==> src/rtl/alu_iterative.sv <==
`default_nettype none
// ============================================================================
//  Module   : alu_iterative
//  Purpose  : Registered ALU with start/busy/done handshake. Logic, add/sub,
//             compare and shift opcodes finish on the accepting edge; unsigned
//             multiply (shift-add) and divide (restoring) take WIDTH cycles.
//  Revision : 1.0 - initial release
// ============================================================================
module alu_iterative #(
  parameter int WIDTH = 32,
  parameter int CNT_W = 6
) (
  input  logic             clk,
  input  logic             reset,
  input  logic             start,
  input  logic [3:0]       control_in,
  input  logic [WIDTH-1:0] a,
  input  logic [WIDTH-1:0] b,
  output logic             busy,
  output logic             done,
  output logic [WIDTH-1:0] alu_result,
  output logic             zero,
  output logic             op_err
);

  localparam int SH_W = $clog2(WIDTH);
  localparam logic [CNT_W-1:0] LAST_CNT = CNT_W'(WIDTH - 1);

  localparam logic [3:0] OP_AND   = 4'b0000;
  localparam logic [3:0] OP_OR    = 4'b0001;
  localparam logic [3:0] OP_ADD   = 4'b0010;
  localparam logic [3:0] OP_XOR   = 4'b0011;
  localparam logic [3:0] OP_SLL   = 4'b0100;
  localparam logic [3:0] OP_SRL   = 4'b0101;
  localparam logic [3:0] OP_SUB   = 4'b0110;
  localparam logic [3:0] OP_SLT   = 4'b0111;
  localparam logic [3:0] OP_MUL   = 4'b1000;
  localparam logic [3:0] OP_MULHU = 4'b1001;
  localparam logic [3:0] OP_DIVU  = 4'b1010;
  localparam logic [3:0] OP_REMU  = 4'b1011;
  localparam logic [3:0] OP_SRA   = 4'b1101;

  typedef enum logic [1:0] {
    S_IDLE = 2'd0,
    S_MUL  = 2'd1,
    S_DIV  = 2'd2
  } state_t;

  state_t             state_q, state_d;
  logic [CNT_W-1:0]   cnt_q, cnt_d;
  logic [2*WIDTH-1:0] prod_q, prod_d;     // multiply: {partial high, remaining multiplier}
  logic [WIDTH-1:0]   opnd_q, opnd_d;     // multiplicand (MUL) or divisor (DIV)
  logic [WIDTH:0]     rem_q, rem_d;       // divide partial remainder
  logic [WIDTH-1:0]   quo_q, quo_d;       // dividend bits shifting out, quotient bits in
  logic               sel_q, sel_d;       // opcode bit 0: high half / remainder
  logic               busy_q, busy_d;
  logic               done_q, done_d;
  logic [WIDTH-1:0]   result_q, result_d;
  logic               zero_q, zero_d;
  logic               err_q, err_d;

  logic [WIDTH-1:0]   sc_result;
  logic               sc_err;
  logic [SH_W-1:0]    shamt;
  logic [WIDTH:0]     mul_sum;
  logic [2*WIDTH-1:0] mul_next;
  logic [WIDTH:0]     div_shift;
  logic               div_ge;
  logic [WIDTH:0]     div_rem_next;
  logic [WIDTH-1:0]   div_quo_next;
  logic               last_step;
  logic               is_mul;
  logic               is_div;

  assign busy       = busy_q;
  assign done       = done_q;
  assign alu_result = result_q;
  assign zero       = zero_q;
  assign op_err     = err_q;

  // Single-cycle opcode results, computed straight from the live inputs
  always_comb begin
    sc_result = '0;
    sc_err    = 1'b0;
    shamt     = b[SH_W-1:0];
    case (control_in)
      OP_AND:   sc_result = a & b;
      OP_OR:    sc_result = a | b;
      OP_XOR:   sc_result = a ^ b;
      OP_ADD:   sc_result = a + b;
      OP_SUB:   sc_result = a - b;
      OP_SLT:   sc_result = {{(WIDTH-1){1'b0}}, ($signed(a) < $signed(b))};
      OP_SLL:   sc_result = a << shamt;
      OP_SRL:   sc_result = a >> shamt;
      OP_SRA:   sc_result = $unsigned($signed(a) >>> shamt);
      OP_MUL, OP_MULHU, OP_DIVU, OP_REMU: sc_result = '0;
      default:  sc_err = 1'b1;
    endcase
  end

  // One iteration of shift-add multiply and restoring divide
  always_comb begin
    mul_sum      = {1'b0, prod_q[2*WIDTH-1:WIDTH]} + (prod_q[0] ? {1'b0, opnd_q} : '0);
    mul_next     = {mul_sum, prod_q[WIDTH-1:1]};
    div_shift    = {rem_q[WIDTH-1:0], quo_q[WIDTH-1]};
    div_ge       = (div_shift >= {1'b0, opnd_q});
    div_rem_next = div_ge ? (div_shift - {1'b0, opnd_q}) : div_shift;
    div_quo_next = {quo_q[WIDTH-2:0], div_ge};
    last_step    = (cnt_q == LAST_CNT);
    is_mul       = (control_in == OP_MUL) || (control_in == OP_MULHU);
    is_div       = (control_in == OP_DIVU) || (control_in == OP_REMU);
  end

  // Next-state logic: acceptance in IDLE, one iteration per cycle otherwise
  always_comb begin
    state_d  = state_q;
    cnt_d    = cnt_q;
    prod_d   = prod_q;
    opnd_d   = opnd_q;
    rem_d    = rem_q;
    quo_d    = quo_q;
    sel_d    = sel_q;
    busy_d   = busy_q;
    done_d   = 1'b0;
    result_d = result_q;
    zero_d   = zero_q;
    err_d    = err_q;

    case (state_q)
      S_IDLE: begin
        if (start) begin
          if (is_mul || is_div) begin
            // Operands are captured here; the inputs are not looked at again
            state_d = is_mul ? S_MUL : S_DIV;
            busy_d  = 1'b1;
            cnt_d   = '0;
            sel_d   = control_in[0];
            prod_d  = {{WIDTH{1'b0}}, b};
            opnd_d  = is_mul ? a : b;
            rem_d   = '0;
            quo_d   = a;
          end else begin
            done_d   = 1'b1;
            result_d = sc_result;
            err_d    = sc_err;
          end
        end
      end
      S_MUL: begin
        prod_d = mul_next;
        cnt_d  = cnt_q + 1'b1;
        if (last_step) begin
          state_d  = S_IDLE;
          busy_d   = 1'b0;
          done_d   = 1'b1;
          err_d    = 1'b0;
          result_d = sel_q ? mul_next[2*WIDTH-1:WIDTH] : mul_next[WIDTH-1:0];
        end
      end
      S_DIV: begin
        rem_d = div_rem_next;
        quo_d = div_quo_next;
        cnt_d = cnt_q + 1'b1;
        if (last_step) begin
          // b=0 naturally yields all-ones quotient and remainder equal to a
          state_d  = S_IDLE;
          busy_d   = 1'b0;
          done_d   = 1'b1;
          err_d    = 1'b0;
          result_d = sel_q ? div_rem_next[WIDTH-1:0] : div_quo_next;
        end
      end
      default: begin
        state_d = S_IDLE;
        busy_d  = 1'b0;
      end
    endcase

    // zero only changes alongside a new result
    if (done_d) begin
      zero_d = (result_d == '0);
    end
  end

  // State and output registers with synchronous reset
  always_ff @(posedge clk) begin
    if (reset) begin
      state_q  <= S_IDLE;
      cnt_q    <= '0;
      prod_q   <= '0;
      opnd_q   <= '0;
      rem_q    <= '0;
      quo_q    <= '0;
      sel_q    <= 1'b0;
      busy_q   <= 1'b0;
      done_q   <= 1'b0;
      result_q <= '0;
      zero_q   <= 1'b0;
      err_q    <= 1'b0;
    end else begin
      state_q  <= state_d;
      cnt_q    <= cnt_d;
      prod_q   <= prod_d;
      opnd_q   <= opnd_d;
      rem_q    <= rem_d;
      quo_q    <= quo_d;
      sel_q    <= sel_d;
      busy_q   <= busy_d;
      done_q   <= done_d;
      result_q <= result_d;
      zero_q   <= zero_d;
      err_q    <= err_d;
    end
  end

endmodule
`default_nettype wire

==> config.mk <==
export PLATFORM = sky130hd
export DESIGN_NAME = alu_iterative
export DESIGN_NICKNAME = d
export VERILOG_FILES = /design/src/rtl/alu_iterative.sv
export SDC_FILE = /design/constraint.sdc
export NUM_CORES = 1
export LEC_CHECK = 0
export ABC_AREA = 0
export BUFFER_PORTS_ARGS = -buffer_cell sky130_fd_sc_hd__buf_2
export CAP_MARGIN = 25
export CORE_MARGIN = 10
export CORE_UTILIZATION = 45
export DETAILED_ROUTE_END_ITERATION = 10
export PLACE_DENSITY_LB_ADDON = 0.15
export SYNTH_ARGS = -nofsm -noshare
export SYNTH_HDL_FRONTEND = slang
export SYNTH_SLANG_ARGS = --single-unit
==> constraint.sdc <==
create_clock -name clk -period 6.15 [get_ports clk]
set_clock_uncertainty 0.05 [all_clocks]
set_input_delay 1.23 -clock clk [delete_from_list [all_inputs] [get_ports clk]]
set_output_delay 1.23 -clock clk [all_outputs]
set_load 0.02 [all_outputs]
==> results.toml <==
[run_status]
status = "finished clean"

[yosys]
yosys.area_share.simple_pct = 21.74
synth_area_leaders = "dfxtp_1 17%, ha_1 9.2%, mux2i_1 7.2%, nor2_1 6.1%, a21oi_1 5.7%"
ys_types = 97
synth_top_family_by_area = "compound AO/OA/AOI/OAI gates"
syn_avg_cell_area_sq_um = 7.256
syn_inst = 3328
synth_area_sq_mm = 0.02415
synthArstFlopShare_pct = 0
ys.flop_type = "dfxtp_1"
synth_edf_count = 0
ys_ff_latch = 205
synth_nets = 3581
synth-xor-area-share_pct = 3.010
synth_top_area_share_pct = 16.99
synth_largest_area_cell = "dfxtp_1"
yosysWarnings = 0
synth_mux_area_share_pct = 12.02
synth_compound_area_share_pct = 29.86
ys_seq_area_share_pct = 16.99
synthAdderAreaFrac_pct = 9.554

[placement]
io_buffers = 106
hpwlAfterDp_mm = 99.33
routabilityCongestion = 1.045

[layout]
fillers = 5296
seq_area_sq_mm = 0.004105
fin_nets = 3572
multiInputGateArea_sq_mm = 0.01849
layout_common_cells = "391 x nor2_1, 296 x nand2_1, 272 x a21oi_1"
syn_to_final_growth_pct = 8.865
finalCoreUtilization_pct = 49.73
layout_commonest_cell = "nor2_1"
drive_above_1_share_pct = 11.13

[timing]
hold_viol_final = 0
holdWs_ns = 0.4222
setup_viol = 0
max_freq_mhz = 189.5
setup_tns_ns = 0
rsz0062_at_grt = "no"
worstMarginPinSlew_ns = 1.089
period_minus_slack_ns = 5.277
slew_viol_final = 0
slew_headroom_pct = 26.82
period_share_pct = 85.81

[clock_network]
clock_latency_ns = 0.55
cts_resized = 0
clkSinkCount = 205
htreeDepth = 1
cts_hold_buffers = 0
clk_path_buf_depth = 3
postCtsSetupBuffers = 0
clk_pin_slew_ns = 0.07
cts_tree = "yes"
clockRootBuffer = "clkbuf_16"
cts_buffers = 22

[power_and_ir_drop]
p_int_mw = 2.754
finalPower_mw = 4.618
p_comb_share_pct = 38.0
p_per_area_mw_per_mm2 = 175.7
p_sw_share_pct = 40.37
p_sw_mw = 1.865
leakagePower_nw = 10.45
vdd_drop_max_uv = 154.8
clkPwrFrac_pct = 30.8
p_seq_share_pct = 31.2

[flow_run]
maxCapViolCount = 0

[worst_hold_path]
hold_path_class = "flip-flop to flip-flop"

[route]
drcViolationCount = 0
wl_per_cell_um = 31.53
dr.pass1.iters = 8
via_count = 28180
via_per_inst = 7.001
drt_iter0_drc = 3876
postRouteAntennaNets = 0
drt-total-wl_mm = 126.9

[floorplan]
core_area_sq_mm = 0.05287
die_x_um = 251.7
dieArea_sq_mm = 0.06333
initial_core_util_pct = 45.68
num_io_pins = 107
rows = 84
die_h_um = 251.7

[grt]
antenna_found_initial = 4
grt_max_degree = 89
grt_pass1_wl_mm = 182.2
grt_overflow_total = 0
grt_use_total_pct = 38.11
grt_pass1_vias = 26700

[worst_setup_path]
cp_max_fo = 14
crit_type = "input port to flip-flop"
end_kind = "flip-flop"
worst_ep_arrival_time_ns = 5.68
cp-start-kind = "input port"
critical_path_required_ns = 6.55
[per-layer routing]
layer  wire [um]  global-route usage [%]
met1       48630                   47.34
met2       56240                   61.36
met3       12370                   5.027
met4        9631                   24.86
met5          41                       0
[per-stage QoR]
step / cells / cell area (sq um) / setup WS (ns)
after floorplan: 3328 / 24150 / 0.9454
after global placement: 3982 / 25540 / 0.3407
after detailed placement: 3983 / 25540 / 0.4567
after CTS: 4022 / 26280 / 0.9756
after global routing: 4023 / 26280 / 0.7571
final: 4025 / 26290 / 0.8728
[area by class of cell]
class | instances | area share (%)
antenna | 3 | 0.02856
clock inverter | 9 | 0.5235
timing repair buffer | 228 | 5.711
sequential | 205 | 15.62
clock buffer | 30 | 2.285
tap | 688 | 3.274
multi-input combinational | 2706 | 70.33
inverter | 156 | 2.227
[Yosys cell counts (14+ instances only)]
library cell,count
o21bai_1,22
a21oi_1,276
a211oi_1,137
o211ai_1,40
nor4_1,23
o21ai_1,14
or3_1,21
o22ai_1,37
a221oi_1,18
nand2b_1,31
o21ai_0,177
a22oi_1,49
clkbuf_1,211
nand3_1,74
mux2i_1,174
and2_1,45
ha_1,178
nand2_1,296
and3_1,16
mux4_2,37
o31ai_1,23
xnor2_1,52
mux2_2,22
xor2_1,31
o21a_1,16
nand4_1,35
nor2b_1,32
o221ai_1,24
nor2_1,394
a31oi_1,35
nor3_1,78
a21o_1,40
inv_1,153
dfxtp_1,205
buf_2,34
[worst max-delay path, cell delays in order]
cell	delay, ns
buf_2	0.15
inv_1	0.10
ha_1	0.54
inv_1	0.34
a21oi_1	0.11
o31ai_1	0.72
mux2_2	0.41
a2111oi_0	0.43
o21a_1	0.19
a31oi_1	0.15
a211oi_1	0.40
o21ai_0	0.27
nor4_1	0.28
nand4_1	0.15
o31ai_2	0.19
[logic make-up after synthesis]
group           count (synthesis)
xor+xnor                       83
buf+inv                       417
fa+ha+maj                     182
mux                           239
flops                         205
simple gates                 1123
compound gates               1079
[sequential cells by signal, indices dropped and copies added, names as in the netlist]
register    cells
cnt_q           6
prod_q         64
opnd_q         32
rem_q          32
done            1
op_err          1
state_q         2
alu_result     32
quo_q          32
zero            1
busy            1
sel_q           1
[worst paths after layout]
kind | start | to | slack (ns) | depth (start not counted)
max | b[18] | zero$_SDFFE_PP0P_ | 0.87 | 15
min | prod_q[63]$_SDFFE_PP0P_ | prod_q[63]$_SDFFE_PP0P_ | 0.42 | 2
max reg2reg | prod_q[0]$_SDFFE_PP0P_ | zero$_SDFFE_PP0P_ | 1.11 | 15
min reg2reg | prod_q[63]$_SDFFE_PP0P_ | prod_q[63]$_SDFFE_PP0P_ | 0.42 | 2
[power groups by stage]
stage	Clock [mW]	Sequential (mW)	Combinational [mW]
after floorplan	0	1.45	1.05
after global placement	0	1.46	1.67
after detailed placement	0	1.46	1.68
after CTS	1.42	1.43	1.69
after global routing	1.47	1.44	1.84
final	1.42	1.44	1.76
Power figures use the tool's default switching activity.
